[config.mk]
export PLATFORM = sky130hd
export DESIGN_NAME = tri_vertex_serializer
export DESIGN_NICKNAME = d
export VERILOG_FILES = /design/src/rtl/tri_vertex_serializer.sv
export SDC_FILE = /design/constraint.sdc
export NUM_CORES = 2
export LEC_CHECK = 0
export ABC_CLOCK_PERIOD_IN_PS = 22800
export CAP_MARGIN = 20
export CORE_ASPECT_RATIO = 1.5
export CORE_UTILIZATION = 42
export DETAILED_ROUTE_END_ITERATION = 6
export GPL_TIMING_DRIVEN = 0
export HOLD_SLACK_MARGIN = 0.08
export PLACE_DENSITY = 0.65
export SETUP_SLACK_MARGIN = 0.3
export SLEW_MARGIN = 20
export SYNTH_ARGS = -nofsm -noshare
export SYNTH_HDL_FRONTEND = slang
export SYNTH_SLANG_ARGS = --single-unit
[constraint.sdc]
create_clock -name clock -period 22.8 [get_ports clock]
set_clock_uncertainty 0.1 [all_clocks]
set_input_delay 4.56 -clock clock [delete_from_list [all_inputs] [get_ports clock]]
set_output_delay 4.56 -clock clock [all_outputs]
set_load 0.01 [all_outputs]
[src/rtl/tri_vertex_serializer.sv]
// Triangle FIFO fed by the vertex_calc valid/stall handshake; replays each
// stored triangle to raster setup as three vertex beats over valid/ready.
module tri_vertex_serializer #(
    parameter int DEPTH = 4
) (
    input  logic             clock,
    input  logic             reset,
    input  logic [3:0][31:0] in_x,
    input  logic [3:0][31:0] in_y,
    input  logic [3:0][31:0] in_z,
    input  logic [3:0][31:0] in_w,
    input  logic [23:0]      in_color1,
    input  logic [23:0]      in_color2,
    input  logic [23:0]      in_color3,
    input  logic             in_valid,
    input  logic             in_done,
    output logic             stall_out,
    output logic             vtx_valid,
    input  logic             vtx_ready,
    output logic [31:0]      vtx_x,
    output logic [31:0]      vtx_y,
    output logic [31:0]      vtx_z,
    output logic [23:0]      vtx_color,
    output logic [1:0]       vtx_idx,
    output logic             vtx_last,
    output logic             vtx_done
);

    localparam int AW = $clog2(DEPTH);
    localparam logic [AW:0] FULL = (AW+1)'(DEPTH);
    localparam logic [AW:0] ONE  = (AW+1)'(1);

    typedef struct packed {
        logic [2:0][31:0] x;
        logic [2:0][31:0] y;
        logic [2:0][31:0] z;
        logic [2:0][23:0] c;
        logic             done;
    } tri_t;

    typedef enum logic [1:0] {S_IDLE, S_V0, S_V1, S_V2} state_t;

    tri_t          mem [DEPTH];
    tri_t          wr_data;
    tri_t          head;
    tri_t          nxt;
    tri_t          ld_tri;
    logic [AW-1:0] wr_ptr;
    logic [AW-1:0] rd_ptr;
    logic [AW-1:0] rd_ptr_nx;
    logic [AW:0]   count;
    logic [AW:0]   count_next;
    logic          armed;
    logic          push;
    logic          pop;
    logic          load;
    logic [1:0]    ld_idx;
    state_t        state;

    // w and the fourth vertex slot are not forwarded downstream
    logic unused_in;
    assign unused_in = ^{in_w, in_x[3], in_y[3], in_z[3]};

    assign wr_data.x    = in_x[2:0];
    assign wr_data.y    = in_y[2:0];
    assign wr_data.z    = in_z[2:0];
    assign wr_data.c    = {in_color3, in_color2, in_color1};
    assign wr_data.done = in_done;

    assign push       = in_valid & armed & ~stall_out;
    assign pop        = vtx_valid & vtx_ready & (state == S_V2);
    assign count_next = count + (AW+1)'(push) - (AW+1)'(pop);
    assign rd_ptr_nx  = rd_ptr + AW'(1);
    assign head       = mem[rd_ptr];
    assign nxt        = mem[rd_ptr_nx];

    // Next beat source; a same-cycle push never counts as readable
    always_comb begin
        load   = 1'b0;
        ld_tri = head;
        ld_idx = 2'd0;
        unique case (state)
            S_IDLE: load = (count != '0);
            S_V0: begin
                load   = vtx_ready;
                ld_idx = 2'd1;
            end
            S_V1: begin
                load   = vtx_ready;
                ld_idx = 2'd2;
            end
            S_V2: begin
                load   = vtx_ready & (count > ONE);
                ld_tri = nxt;
            end
        endcase
    end

    always_ff @(posedge clock) begin
        if (push) begin
            mem[wr_ptr] <= wr_data;
        end
    end

    always_ff @(posedge clock or negedge reset) begin
        if (!reset) begin
            wr_ptr    <= '0;
            rd_ptr    <= '0;
            count     <= '0;
            stall_out <= 1'b0;
            armed     <= 1'b1;
            state     <= S_IDLE;
            vtx_valid <= 1'b0;
            vtx_x     <= '0;
            vtx_y     <= '0;
            vtx_z     <= '0;
            vtx_color <= '0;
            vtx_idx   <= '0;
            vtx_last  <= 1'b0;
            vtx_done  <= 1'b0;
        end else begin
            if (push) begin
                wr_ptr <= wr_ptr + AW'(1);
            end
            if (pop) begin
                rd_ptr <= rd_ptr_nx;
            end
            count     <= count_next;
            stall_out <= (count_next == FULL);

            if (push) begin
                armed <= 1'b0;
            end else if (!in_valid) begin
                armed <= 1'b1;
            end

            if (load) begin
                vtx_valid <= 1'b1;
                vtx_x     <= ld_tri.x[ld_idx];
                vtx_y     <= ld_tri.y[ld_idx];
                vtx_z     <= ld_tri.z[ld_idx];
                vtx_color <= ld_tri.c[ld_idx];
                vtx_idx   <= ld_idx;
                vtx_last  <= (ld_idx == 2'd2);
                vtx_done  <= (ld_idx == 2'd2) & ld_tri.done;
            end

            unique case (state)
                S_IDLE: if (load) state <= S_V0;
                S_V0:   if (vtx_ready) state <= S_V1;
                S_V1:   if (vtx_ready) state <= S_V2;
                S_V2: begin
                    if (vtx_ready) begin
                        if (load) begin
                            state <= S_V0;
                        end else begin
                            state     <= S_IDLE;
                            vtx_valid <= 1'b0;
                            vtx_idx   <= '0;
                            vtx_last  <= 1'b0;
                            vtx_done  <= 1'b0;
                        end
                    end
                end
            endcase
        end
    end

endmodule
==> impl_metrics.toml <==
[status]
outcome = "completed"

[detailed_routing]
routed_wirelength_microns = 220000
routedWlPerCell_microns = 31.9
drc_errors = 0
dr.first_iter.drc_count = 4379
via_per_inst = 6.28
num_vias = 43400
postRouteAntennaNets = 0
detailedRoute.firstPassIterationCount = 6

[place]
gp_congestion = 0.852
dpl.hpwl_microns = 155000
dp_slack_ps = 14370
numPortBuffers = 490

[clock_tree]
clk_path_buf_depth = 3
cts_setup_buffers = 0
cts_resized = 0
cts_buffers = 155
insertion_delay_ps = 800
clk_pin_slew_ps = 60
cts-hold-fix-buffers = 0
cts_tree = "built"
root_buffer = "clkbuf_16"
clock_sinks = 1580
cts_max_level = 4

[worst_setup_path]
r2r_cells = 11
start_kind = "primary input"
crit_buf_inv = 3
rr_endpoint = "stall_out"
crit_type = "primary input to flop"
max_stage_delay_ps = 760
r2r_start = "state[1]"
worstPathMaxFanout = 11
crit_required_ps = 23390
endpoint_kind = "flop"
reg2reg_slack_ps = 18370
crit_chain = "clkdlybuf4s50_1 -> nand2_1 -> a221o_1 -> a21oi_1 -> buf_2 -> buf_1 -> o2111ai_1 -> o221ai_1"
cp-endpoint = "vtx_y[19]"
crit_cells = 8
arrival_ps = 8310
slowest_stage = "buf_2"
cp_top_family = "buffers and inverters"
crit_start = "vtx_ready"

[global_route]
met2_usage_pct = 42.9
use_met3_pct = 7.80
grtUsageMet1_pct = 30.6
antenna_found_initial = 74
grt_use_total_pct = 25.3
grt_pass1_wl_microns = 315000
top_usage_layer = "met2"
grt_max_degree = 71
grt_pass1_vias = 44800
grt.overflow.total = 0

[synth]
synth_cell_type_count = 49
synth_top_family_by_area = "multiplexers"
synth_compound_area_share_pct = 7.18
synth_edf_count = 1444
synth_area_leader_cell = "edfxtp_1"
synth_fp_nets = 4413
synth.area.top_cells = "edfxtp_1 (61%), mux4_2 (18%), dfrtp_1 (4.7%)"
synth.top_cell.area_share_pct = 60.8
synth_adder_area_share_pct = 0.274
yosys_register_bits = 1580
yosys_warnings = 0
synthCells = 3809
synth_simple_gate_area_share_pct = 1.66
ys_async_sr_fraction_pct = 8.61
ys.flop_type = "edfxtp_1"
syn_area_sq_um = 71300
muxShareOfSynthArea_pct = 22.7
synth_xor_area_share_pct = 0.0491
syn_avg_cell_area_sq_um = 18.7
synth-seq-area-share_pct = 65.6

[timing]
slew_headroom_pct = 22.3
finalCriticalPeriod_ps = 7720
max_freq_mhz = 130
drv_slew = 0
setup-tns-final_ps = 0
worst_slack_ps = 15080
rsz0062_at_grt = "false"
finalCritPeriodShare_pct = 33.8
setup_violations = 0
tightestPinTransition_ps = 1170
finalHoldViolations = 0

[cells_and_area]
postLayoutCoreUtil_pct = 50.8
drive_gt1_share_pct = 25.0
nets = 5102
area_delta_synth_final_pct = 19.6

[floorplan]
die_height_microns = 507
pin_count = 715
core-area_sq_um = 168000
die_area_sq_um = 172000
num_rows = 184
start_util_pct = 42.4
die_x_microns = 338

[pwr]
ir_drop_mv = 0.0983
cellPowerDensity_nw_per_um2 = 136
leakagePower_nw = 27.0

[flow_run]
drv_cap = 0

[hold_path]
hold_class = "flop to flop"
kinds of logic after synthesis:
kind of cell	after synthesis
muxes	868
DFF	1580
AOI/OAI and AO/OA	673
and+or+nand+nor	249
adders and majority gates	15
xor gates and xnor gates	4
buffers and inverters	420
tightest hold or removal path, delay by kind of cell (launching register included):
family | cells | cell delay [ps]
simple gates | 2 | 100
flops | 1 | 370
through the flow:
| step | hold slack, ps | instance area, sq um | std cells | total power (W) |
|---|---|---|---|---|
| 2_1_floorplan | 339 | 71300 | 3809 | 0.00721 |
| 3_5_place_dp | 359 | 80100 | 6573 | 0.00908 |
| 5_1_grt | 387 | 85300 | 6869 | 0.0121 |
| 6_report | 367 | 85300 | 6898 | 0.0116 |
| 3_3_place_gp | 347 | 79000 | 6531 | 0.00917 |
| 4_1_cts | 369 | 85200 | 6864 | 0.0117 |
power breakdown:
| part | total (W) | internal, W | switching, W | leakage, nW |
|---|---|---|---|---|
| sequential | 0.00382 | 0.00361 | 0.000209 | 14.7 |
| combinational | 0.00520 | 0.00227 | 0.00293 | 9.86 |
| clock | 0.00258 | 0.00146 | 0.00113 | 2.49 |
flip-flops by register name, indices dropped and copies added (netlist names):
signal / flops
count: 3
armed: 1
vtx_valid: 1
vtx_done: 1
vtx_z: 32
vtx_y: 32
stall_out: 1
vtx_color: 24
wr_ptr: 2
vtx_x: 32
vtx_idx: 2
mem: 1444
rd_ptr: 2
vtx_last: 1
state: 2
layer usage:
layer  vias up  part of all wire [%]
met5         -                  0.26
met3       428                    10
met4        88                   3.2
met2      2174                    50
li1      17800                     -
met1     22900                    36
Yosys cell counts, types with 35 or more instances:
library cell and n:
mux2_2 190, mux2_1 53, a21oi_1 56, a221o_1 79, dfrtp_1 135, clkinv_1 35
nand2b_1 81, mux4_2 573, nor2_1 97, mux2i_1 52, edfxtp_1 1444, o22ai_1 164
inv_1 45, clkbuf_1 210, nand2_1 49, buf_2 81, o2111ai_1 35, o221ai_1 197
o22a_1 36, a31oi_1 76
cell usage in the layout, fill, tap and decap left out, types with 52 or more instances in the layout:
cell and instances:
o22ai_1 164, clkbuf_1 258, mux4_2 573, dfrtp_1 135
mux2i_1 52, clkdlybuf4s50_1 489, clkbuf_16 157, mux2_1 53
o221ai_1 197, edfxtp_1 1444, nand2b_1 81, mux2_2 190
a21oi_1 56, buf_2 81, a31oi_1 76, nor2_1 97
a221o_1 79
worst min-delay path by stage:
stage / slack (ps) / start / endpoint / cells after the start
after global placement: 350 / armed / armed / 2
after detailed placement: 360 / armed / armed / 2
after floorplan: 340 / armed / armed / 2
after global routing: 390 / armed / armed / 2
final: 370 / armed / armed / 2
after CTS: 370 / armed / armed / 2
cell type report:
| type | instances | area [sq um] |
|---|---|---|
| Fill cell | 13700 | 82700 |
| Sequential cell | 1580 | 46800 |
| Multi-Input combinational cell | 1809 | 22700 |
| Timing Repair Buffer | 532 | 5980 |
| Clock buffer | 231 | 4400 |
| Tap cell | 2232 | 2790 |
| Buffer | 339 | 1570 |
| Clock inverter | 60 | 728 |
| Inverter | 81 | 304 |
| Antenna cell | 34 | 85.1 |
No activity file was read; power rests on OpenSTA's default activity.
